**src/rtl/debug_step_unit.sv**
```systemverilog
// debug_step_unit: single-step / continuous-run controller for a debug CPU.
// Produces the CPU enable (run), a button-driven probe address, and
// registered snapshots of the probed word and the PC for a display.
module debug_step_unit #(
  parameter int DIGIT     = 32,
  parameter int DEBUGSIZE = 8,
  parameter int TIMEOUT   = 16
) (
  input  logic                 clock,
  input  logic                 reset,
  input  logic                 cont,
  input  logic                 step,
  input  logic                 inc,
  input  logic                 dec,
  input  logic                 mem_sel,
  input  logic                 InstrDone,
  input  logic [DIGIT-1:0]     ProbePC,
  input  logic [DIGIT-1:0]     ProbeRegData,
  input  logic [DIGIT-1:0]     ProbeMemData,
  output logic                 run,
  output logic [DEBUGSIZE-1:0] ProbeAddress,
  output logic [DIGIT-1:0]     DispData,
  output logic [DIGIT-1:0]     DispPC,
  output logic [15:0]          StepCount,
  output logic                 err,
  output logic [1:0]           dbgState
);

  // CPU handshake: run is a level enable taken straight from the state
  // register; the CPU answers with a one-cycle InstrDone pulse whenever an
  // instruction retires. InstrDone only counts while run is high.

  typedef enum logic [1:0] {
    IDLE = 2'd0,
    STEP = 2'd1,
    RUN  = 2'd2
  } stateT;

  localparam int TW = $clog2(TIMEOUT) + 1;
  localparam logic [TW-1:0] TIMER_LAST = TW'(TIMEOUT - 1);

  stateT         state, stateNext;
  logic [TW-1:0] timer, timerNext;
  logic          errNext;

  // armed stays low for the first edge after reset so that a button or
  // mode level already present at release is captured, not acted upon.
  logic armed;
  logic stepPrev, incPrev, decPrev;
  logic stepEdge, incEdge, decEdge;

  // Previous-level registers for the three buttons plus the settle flag.
  always_ff @(posedge clock or negedge reset) begin
    if (!reset) begin
      armed    <= 1'b0;
      stepPrev <= 1'b0;
      incPrev  <= 1'b0;
      decPrev  <= 1'b0;
    end else begin
      armed    <= 1'b1;
      stepPrev <= step;
      incPrev  <= inc;
      decPrev  <= dec;
    end
  end

  assign stepEdge = armed & step & ~stepPrev;
  assign incEdge  = armed & inc  & ~incPrev;
  assign decEdge  = armed & dec  & ~decPrev;

  // State, step timer and sticky error register.
  always_ff @(posedge clock or negedge reset) begin
    if (!reset) begin
      state <= IDLE;
      timer <= '0;
      err   <= 1'b0;
    end else begin
      state <= stateNext;
      timer <= timerNext;
      err   <= errNext;
    end
  end

  // Next-state logic: cont always wins, then InstrDone, then the timeout.
  always_comb begin
    stateNext = state;
    timerNext = '0;
    errNext   = err;
    if (armed) begin
      case (state)
        IDLE: begin
          if (cont)          stateNext = RUN;
          else if (stepEdge) stateNext = STEP;
        end
        RUN: begin
          if (!cont) stateNext = IDLE;
        end
        STEP: begin
          if (cont) begin
            stateNext = RUN;
          end else if (InstrDone) begin
            stateNext = IDLE;
          end else if (timer == TIMER_LAST) begin
            stateNext = IDLE;
            errNext   = 1'b1;
          end else begin
            timerNext = timer + TW'(1);
          end
        end
        default: stateNext = IDLE;
      endcase
    end else begin
      timerNext = timer;
    end
  end

  assign run      = (state != IDLE);
  assign dbgState = state;

  // Probe address: a lone inc or dec edge moves it, both together cancel.
  always_ff @(posedge clock or negedge reset) begin
    if (!reset) begin
      ProbeAddress <= '0;
    end else begin
      case ({incEdge, decEdge})
        2'b10:   ProbeAddress <= ProbeAddress + DEBUGSIZE'(1);
        2'b01:   ProbeAddress <= ProbeAddress - DEBUGSIZE'(1);
        default: ProbeAddress <= ProbeAddress;
      endcase
    end
  end

  // Display snapshots, refreshed every cycle.
  always_ff @(posedge clock or negedge reset) begin
    if (!reset) begin
      DispData <= '0;
      DispPC   <= '0;
    end else begin
      DispData <= mem_sel ? ProbeMemData : ProbeRegData;
      DispPC   <= ProbePC;
    end
  end

  // Retired-instruction counter; wraps naturally at 16 bits.
  always_ff @(posedge clock or negedge reset) begin
    if (!reset) begin
      StepCount <= '0;
    end else if (InstrDone && run) begin
      StepCount <= StepCount + 16'd1;
    end
  end

endmodule
```
**config.mk**
```make
export PLATFORM = sky130hd
export DESIGN_NAME = debug_step_unit
export DESIGN_NICKNAME = d
export VERILOG_FILES = /design/src/rtl/debug_step_unit.sv
export SDC_FILE = /design/constraint.sdc
export NUM_CORES = 1
export LEC_CHECK = 0
export CAP_MARGIN = 25
export CORE_MARGIN = 8
export CORE_UTILIZATION = 36
export DETAILED_ROUTE_END_ITERATION = 10
export PLACE_DENSITY = 0.76
export SETUP_SLACK_MARGIN = 0.4
export SLEW_MARGIN = 15
export SYNTH_ARGS = -nofsm -noshare
export SYNTH_HDL_FRONTEND = slang
export SYNTH_SLANG_ARGS = --single-unit
```
**constraint.sdc**
```tcl
create_clock -name clock -period 2.6 [get_ports clock]
set_input_delay 0.52 -clock clock [delete_from_list [all_inputs] [get_ports clock]]
set_output_delay 0.52 -clock clock [all_outputs]
set_load 0.02 [all_outputs]
```
* Word level (Yosys, flattened, before mapping)
Index checks and enable logic that the tools add are counted.
** Storage, ports and cells
- Bits in registers :: 100
- Bits of input ports :: 104
- Output and inout bits :: 92
- Word-level logic and storage cells :: 53
** Cells by class
- Add/subtract/negate cells :: 4
- Equality and inequality tests :: 8
- Multiplexer cells :: 13
- Bitwise gates (word level) :: 11
- Reduce and logical (&&, ||, !) cells :: 6
** Operators by type and width (count)
- 32-bit 2-to-1 mux :: 1
- 5-bit 2-to-1 mux :: 4
- 16-bit by 1-bit adder with 16-bit output (second input constant) :: 1
- 8-bit case mux with 2 select lines :: 1
- 2-bit 2-to-1 mux :: 6
- 8-bit by 1-bit adder with 8-bit output (second input constant) :: 1
- 8-bit by 1-bit subtractor with 8-bit output (second input constant) :: 1
- 1-bit bitwise AND :: 6
- 2-bit case mux with 3 select lines :: 1
- 5-bit by 1-bit adder with 5-bit output (second input constant) :: 1
- 5-bit by 4-bit equality test with 1-bit output (second input constant) :: 1
- 1-bit inverter :: 5
- 5-bit AND reduction :: 1
- 2-bit by 1-bit equality test with 1-bit output (second input constant) :: 2
- 2-bit equality test (second input constant) :: 2
- 4-bit != test (second input constant) :: 1
- 4-bit AND reduction :: 1
- 2-bit nonzero test :: 2
- 3-bit != test (second input constant) :: 1
- 2-bit logical NOT :: 1
- 2-bit != test (second input constant) :: 1
- 1-bit logical AND :: 1

* Depth between registers and ports, before layout
- Word-level depth :: 5
- Gate-level depth with buffers :: 11
- Gate-level depth less buffers :: 9

* Worst setup path before layout
OpenSTA, ideal clock, no wires.
- Kind :: register to register
- Start :: register armed
- End :: register ProbeAddress[6]
- Data arrival time :: 2.363 ns
- Required time :: 2.520 ns
- Slack :: 0.157 ns
- Stages on the path, launching flop included :: 11
- Path buffers :: 2
- Clock period less this slack :: 2.443 ns
- Path through :: dfrtp_1 clkbuf_1 nand3b_1 ha_1 buf_4 xor2_1 ha_1 a31oi_1 o22ai_1 a2111oi_2 xor2_1
** On the way
- Word-level cells in the longest chain between the ends :: 4
- Elaborated cells between the ends (all ways) :: 8
- Classes of those cells :: 2 x eq/ne; 1 x mux; 4 x bitwise; 1 x reduce/logical
** RTL lines
- start: declaration :: RTL line 48 : logic armed;
- start signal: assignment :: RTL line 55 : armed <= 1'b0;
- start signal: assignment :: RTL line 60 : armed <= 1'b1;
- 1-bit bitwise AND (on tied branches) (2 in series) :: RTL line 69, 68
- 2-bit by 1-bit equality test with 1-bit output / 2-bit equality test (equally long branches) :: RTL line 125 : case ({incEdge, decEdge})
- 8-bit case mux with 2 select lines / 2-bit nonzero test (equally long branches)
- end signal: assignment :: RTL line 126 : 2'b10: ProbeAddress <= ProbeAddress + DEBUGSIZE'(1);
- end signal: assignment :: RTL line 127 : 2'b01: ProbeAddress <= ProbeAddress - DEBUGSIZE'(1);
- end signal: assignment :: RTL line 128 : default: ProbeAddress <= ProbeAddress;
- end: declaration :: RTL line 21 : output logic [DEBUGSIZE-1:0] ProbeAddress,
Several ways; a longest one is shown, not always the timed one.
A chain may end at the register's enable or synchronous reset.

* Final worst setup path
- Start :: register incPrev
- End :: register ProbeAddress[6]
** On the way
- Word-level cells in the longest chain between the ends :: 4
- Elaborated cells between the ends (all ways) :: 6
- Classes of those cells :: 2 x eq/ne; 1 x mux; 2 x bitwise; 1 x reduce/logical
** RTL lines
- start: declaration :: RTL line 49 : logic stepPrev, incPrev, decPrev;
- start signal: assignment :: RTL line 62 : incPrev <= inc;
- 1-bit inverter * :: RTL line 68 : assign incEdge = armed & inc & ~incPrev;
- 1-bit bitwise AND * :: RTL line 68
- 2-bit by 1-bit equality test with 1-bit output / 2-bit equality test (equally long branches) :: RTL line 125
- 8-bit case mux with 2 select lines / 2-bit nonzero test (equally long branches)
Every way passes the cells marked *; elsewhere a longest branch is shown, timed or not.

==> out/qor.csv <==
stage,metric,value,unit
yosys,Mean Syn Cell Area,13.6,sq um
pwr,Power Total,4.24,mW
sta,Least-Margin Pin Slew,0.646,ns
layout,most frequent cells in the layout,"191 x clkdlybuf4s50_1, 97 x dfrtp_1, 34 x mux2_2",
cts,total CTS buffers,9,
floorplanning,Die Y,120,um
routing,drt wl/cell,18.2,um
layout,Sequential Area,2510,sq um
routing,Vias/cell,4.65,
worst_setup_path,Worst Path Max Fanout,4,
sta,relative max-transition margin,0.569,
yosys,Mapped Area,3890,sq um
pwr,VDD IR max,0.343,mV
hold_path,Worst Hold Class,in -> async,
worst_setup_path,r2r worst-path depth,8,
worst_setup_path,Critical Path AT,2.35,ns
cts,CTS tree,built,
pwr,Pint,2.86,mW
global_route,vias in the first global route,3372,
placed_design,placed cell area,6030,sq um
global_route,GRT Total Usage,0.164,
pwr,Lkg Pwr,2.61,nW
yosys,"Primary FF master, synth",dfrtp_1,
sta,Worst Hold Slack,0.169,ns
pwr,PwrDens,673,nW/um^2
yosys,top cell type by total area after synthesis,dfrtp_1,
placed_design,IO Port Bufs,195,
job,max cap viols,0,
layout,Layout area overhead,62.1,%
sta,setup tns final,0,ns
placed_design,Post-DP HPWL,9230,um
cts,CTS max path bufs,2,
routing,Vias,2967,
sta,Final Worst Setup Slack,0.530,ns
yosys,Syn Nets,396,
layout,cell area after layout,6310,sq um
cts,Root Buffer,clkbuf_8,
routing,TritonRoute pass-1 iters,4,
worst_setup_path,Crit Path Class,reg -> reg,
pwr,Clock power frac,0.239,
global_route,global-route wire length before repair,18300,um
worst_setup_path,required time of the worst setup path,2.88,ns
floorplanning,IO Count,196,
sta,Worst Skew,0.00995,ns
worst_setup_path,crit end category,flop,
yosys,area share of the largest cell type after synthesis,0.643,
floorplanning,initial core utilization,0.364,
floorplanning,site row count,38,
yosys,Post-synth EDFFs,0,
cts,H-tree Lvls,3,
routing,Initial DRC Count,115,
layout,Total Nets Final,602,
yosys,count of warnings emitted by yosys,0,
layout,area of the multi-input gates,1350,sq um
worst_setup_path,R2R Path End,ProbeAddress[6],
floorplanning,core footprint,10700,sq um
yosys,async set-or-reset flop fraction in the synthesized netlist,1.00,
sta,RSZ-0062 raised after global routing,true,
floorplanning,DIE WIDTH,120,um
sta,crit share post-route,0.796,
worst_setup_path,crit path to,ProbeAddress[6],
placed_design,setup slack at placement,-0.169,ns
sta,Max Clock Freq,483,MHz
routing,# DRC,0,
pwr,Gate power share,0.298,
layout,"most common cell after layout, fill and taps aside",clkdlybuf4s50_1,
pwr,Sequential Power Share,0.463,
yosys,post-synthesis sequential area ratio,0.643,
yosys,Area contributors post-synth,"dfrtp_1 64%, mux2_2 9.8%, xnor2_1 3.8%",
worst_setup_path,startpoint type of the worst setup path,flop,
worst_setup_path,Reg-to-Reg Start,incPrev,
worst_setup_path,CP Launch Point,incPrev,
pwr,switching share of power,0.327,
sta,setup violators final,0,
routing,Routed WL,11600,um
sta,"Hold Vio Cnt, Final",0,
cts,post-cts hold buffer count,0,
placed_design,final estimated routing congestion in global placement,0.879,
layout,fraction of layout cells with a size suffix above 1,0.171,
worst_setup_path,"setup slack, reg-to-reg",0.53,ns
yosys,synthesized flop and latch total,100,
yosys,"Distinct cells, synth",48,
cts,"Clk pin slew, worst setup/hold paths",0.10,ns
global_route,largest net degree at the start of global routing,50,
sta,Final Max Slew Viols,0,
layout,ant diodes,0,
outcome,status,finished clean,
sta,fin crit period,2.07,ns
layout,fillers,892,
cts,number of clock sinks,100,
pwr,NetSw,1.39,mW
routing,Final ANT Viol Nets,0,
global_route,initial antenna violation count,0,
global_route,grt total ovfl,0,
yosys,Synth Instances,287,
cts,Worst-Skew Late Latency,0.36,ns
floorplanning,Total Die Area,14400,sq um
## metal layers
metal / global-route usage / share of wire
met1: 0.169 / 0.36
met2: 0.283 / 0.52
met3: 0.0775 / 0.11
met4: 0.0640 / 0.015
met5: 0 / 0
## flip-flops by register name (all words and copies together), names as in the netlist
register / cells
dbgState: 2
StepCount: 16
ProbeAddress: 8
DispPC: 32
timer: 5
err: 1
decPrev: 1
incPrev: 1
DispData: 32
stepPrev: 1
armed: 1
## synthesized netlist by cell type, types with 2 or more instances
cell type	count
buf_4	2
mux2i_1	2
nor4b_1	2
dfrtp_1	100
a2111oi_2	2
inv_1	7
and2_1	2
clkbuf_1	3
nor2_1	12
and3_1	4
xor2_1	7
nand3b_1	2
buf_6	2
nand4_1	5
a31oi_1	2
ha_1	5
o311ai_1	2
o22ai_1	5
mux2_2	34
or4b_1	2
xnor2_1	17
nand3_1	11
a21oi_1	4
buf_1	3
nand2_1	18
nor2b_1	2
o21ai_0	8
buf_2	2
## critical path, stage by stage, from the launching register on
cell       delay (ns)
dfrtp_1          0.36
nand3b_1         0.21
ha_4             0.21
xor2_1           0.17
ha_2             0.21
a31oi_1          0.19
o22ai_2          0.14
a2111oi_4        0.32
xor2_1           0.18
## worst min-delay path by stage
stage          slack [ns]         endpoint  depth (start not counted)
5_1_grt              0.21  ProbeAddress[7]                          1
6_report             0.17  ProbeAddress[7]                          1
4_1_cts              0.18  ProbeAddress[7]                          1
2_1_floorplan        0.22      DispData[0]                          0
3_3_place_gp         0.46              err                          1
3_5_place_dp         0.49     StepCount[9]                          1
## logic make-up (layout without fill, tap and decap cells)
family          after synthesis  count (layout)  share of synthesized area
simple gates                 68              68                     0.0961
flops                       100             100                      0.643
xor+xnor                     24              24                     0.0540
mux                          36              36                      0.103
compound gates               32              32                     0.0575
buf+inv                      21             232                     0.0292
other cells                   1               1                   0.000963
fa+ha+maj                     5               5                     0.0161
## repair_timing
item / 4_1_cts / 5_1_grt
pin swaps: 7 / 1
setup buffers: 1 / 0
endpoints found under the setup margin: 5 / 5
gates resized for setup: 12 / 4
## power groups by stage
stage          logic (mW)  clock network [mW]  registers [mW]
2_1_floorplan       0.488                   0            2.10
3_3_place_gp         1.21                   0            1.98
3_5_place_dp         1.24                   0            1.98
4_1_cts              1.28                1.06            1.96
5_1_grt              1.36                1.10            2.00
6_report             1.26                1.02            1.96
## per-stage QoR
| step | cells | utilization |
|---|---|---|
| after detailed placement | 621 | 0.564 |
| final | 638 | 0.590 |
| after floorplan | 287 | - |
| after CTS | 638 | 0.589 |
| after global placement | 621 | 0.564 |
| after global routing | 638 | 0.590 |
## area by class of cell
type,instances,area share
Sequential cell,100,0.397
Timing Repair Buffer,208,0.324
Multi-Input combinational cell,166,0.214
Tap cell,140,0.0278
Clock buffer,9,0.0196
Clock inverter,7,0.0127
Inverter,8,0.00476
No activity file was read; power rests on OpenSTA's default activity.
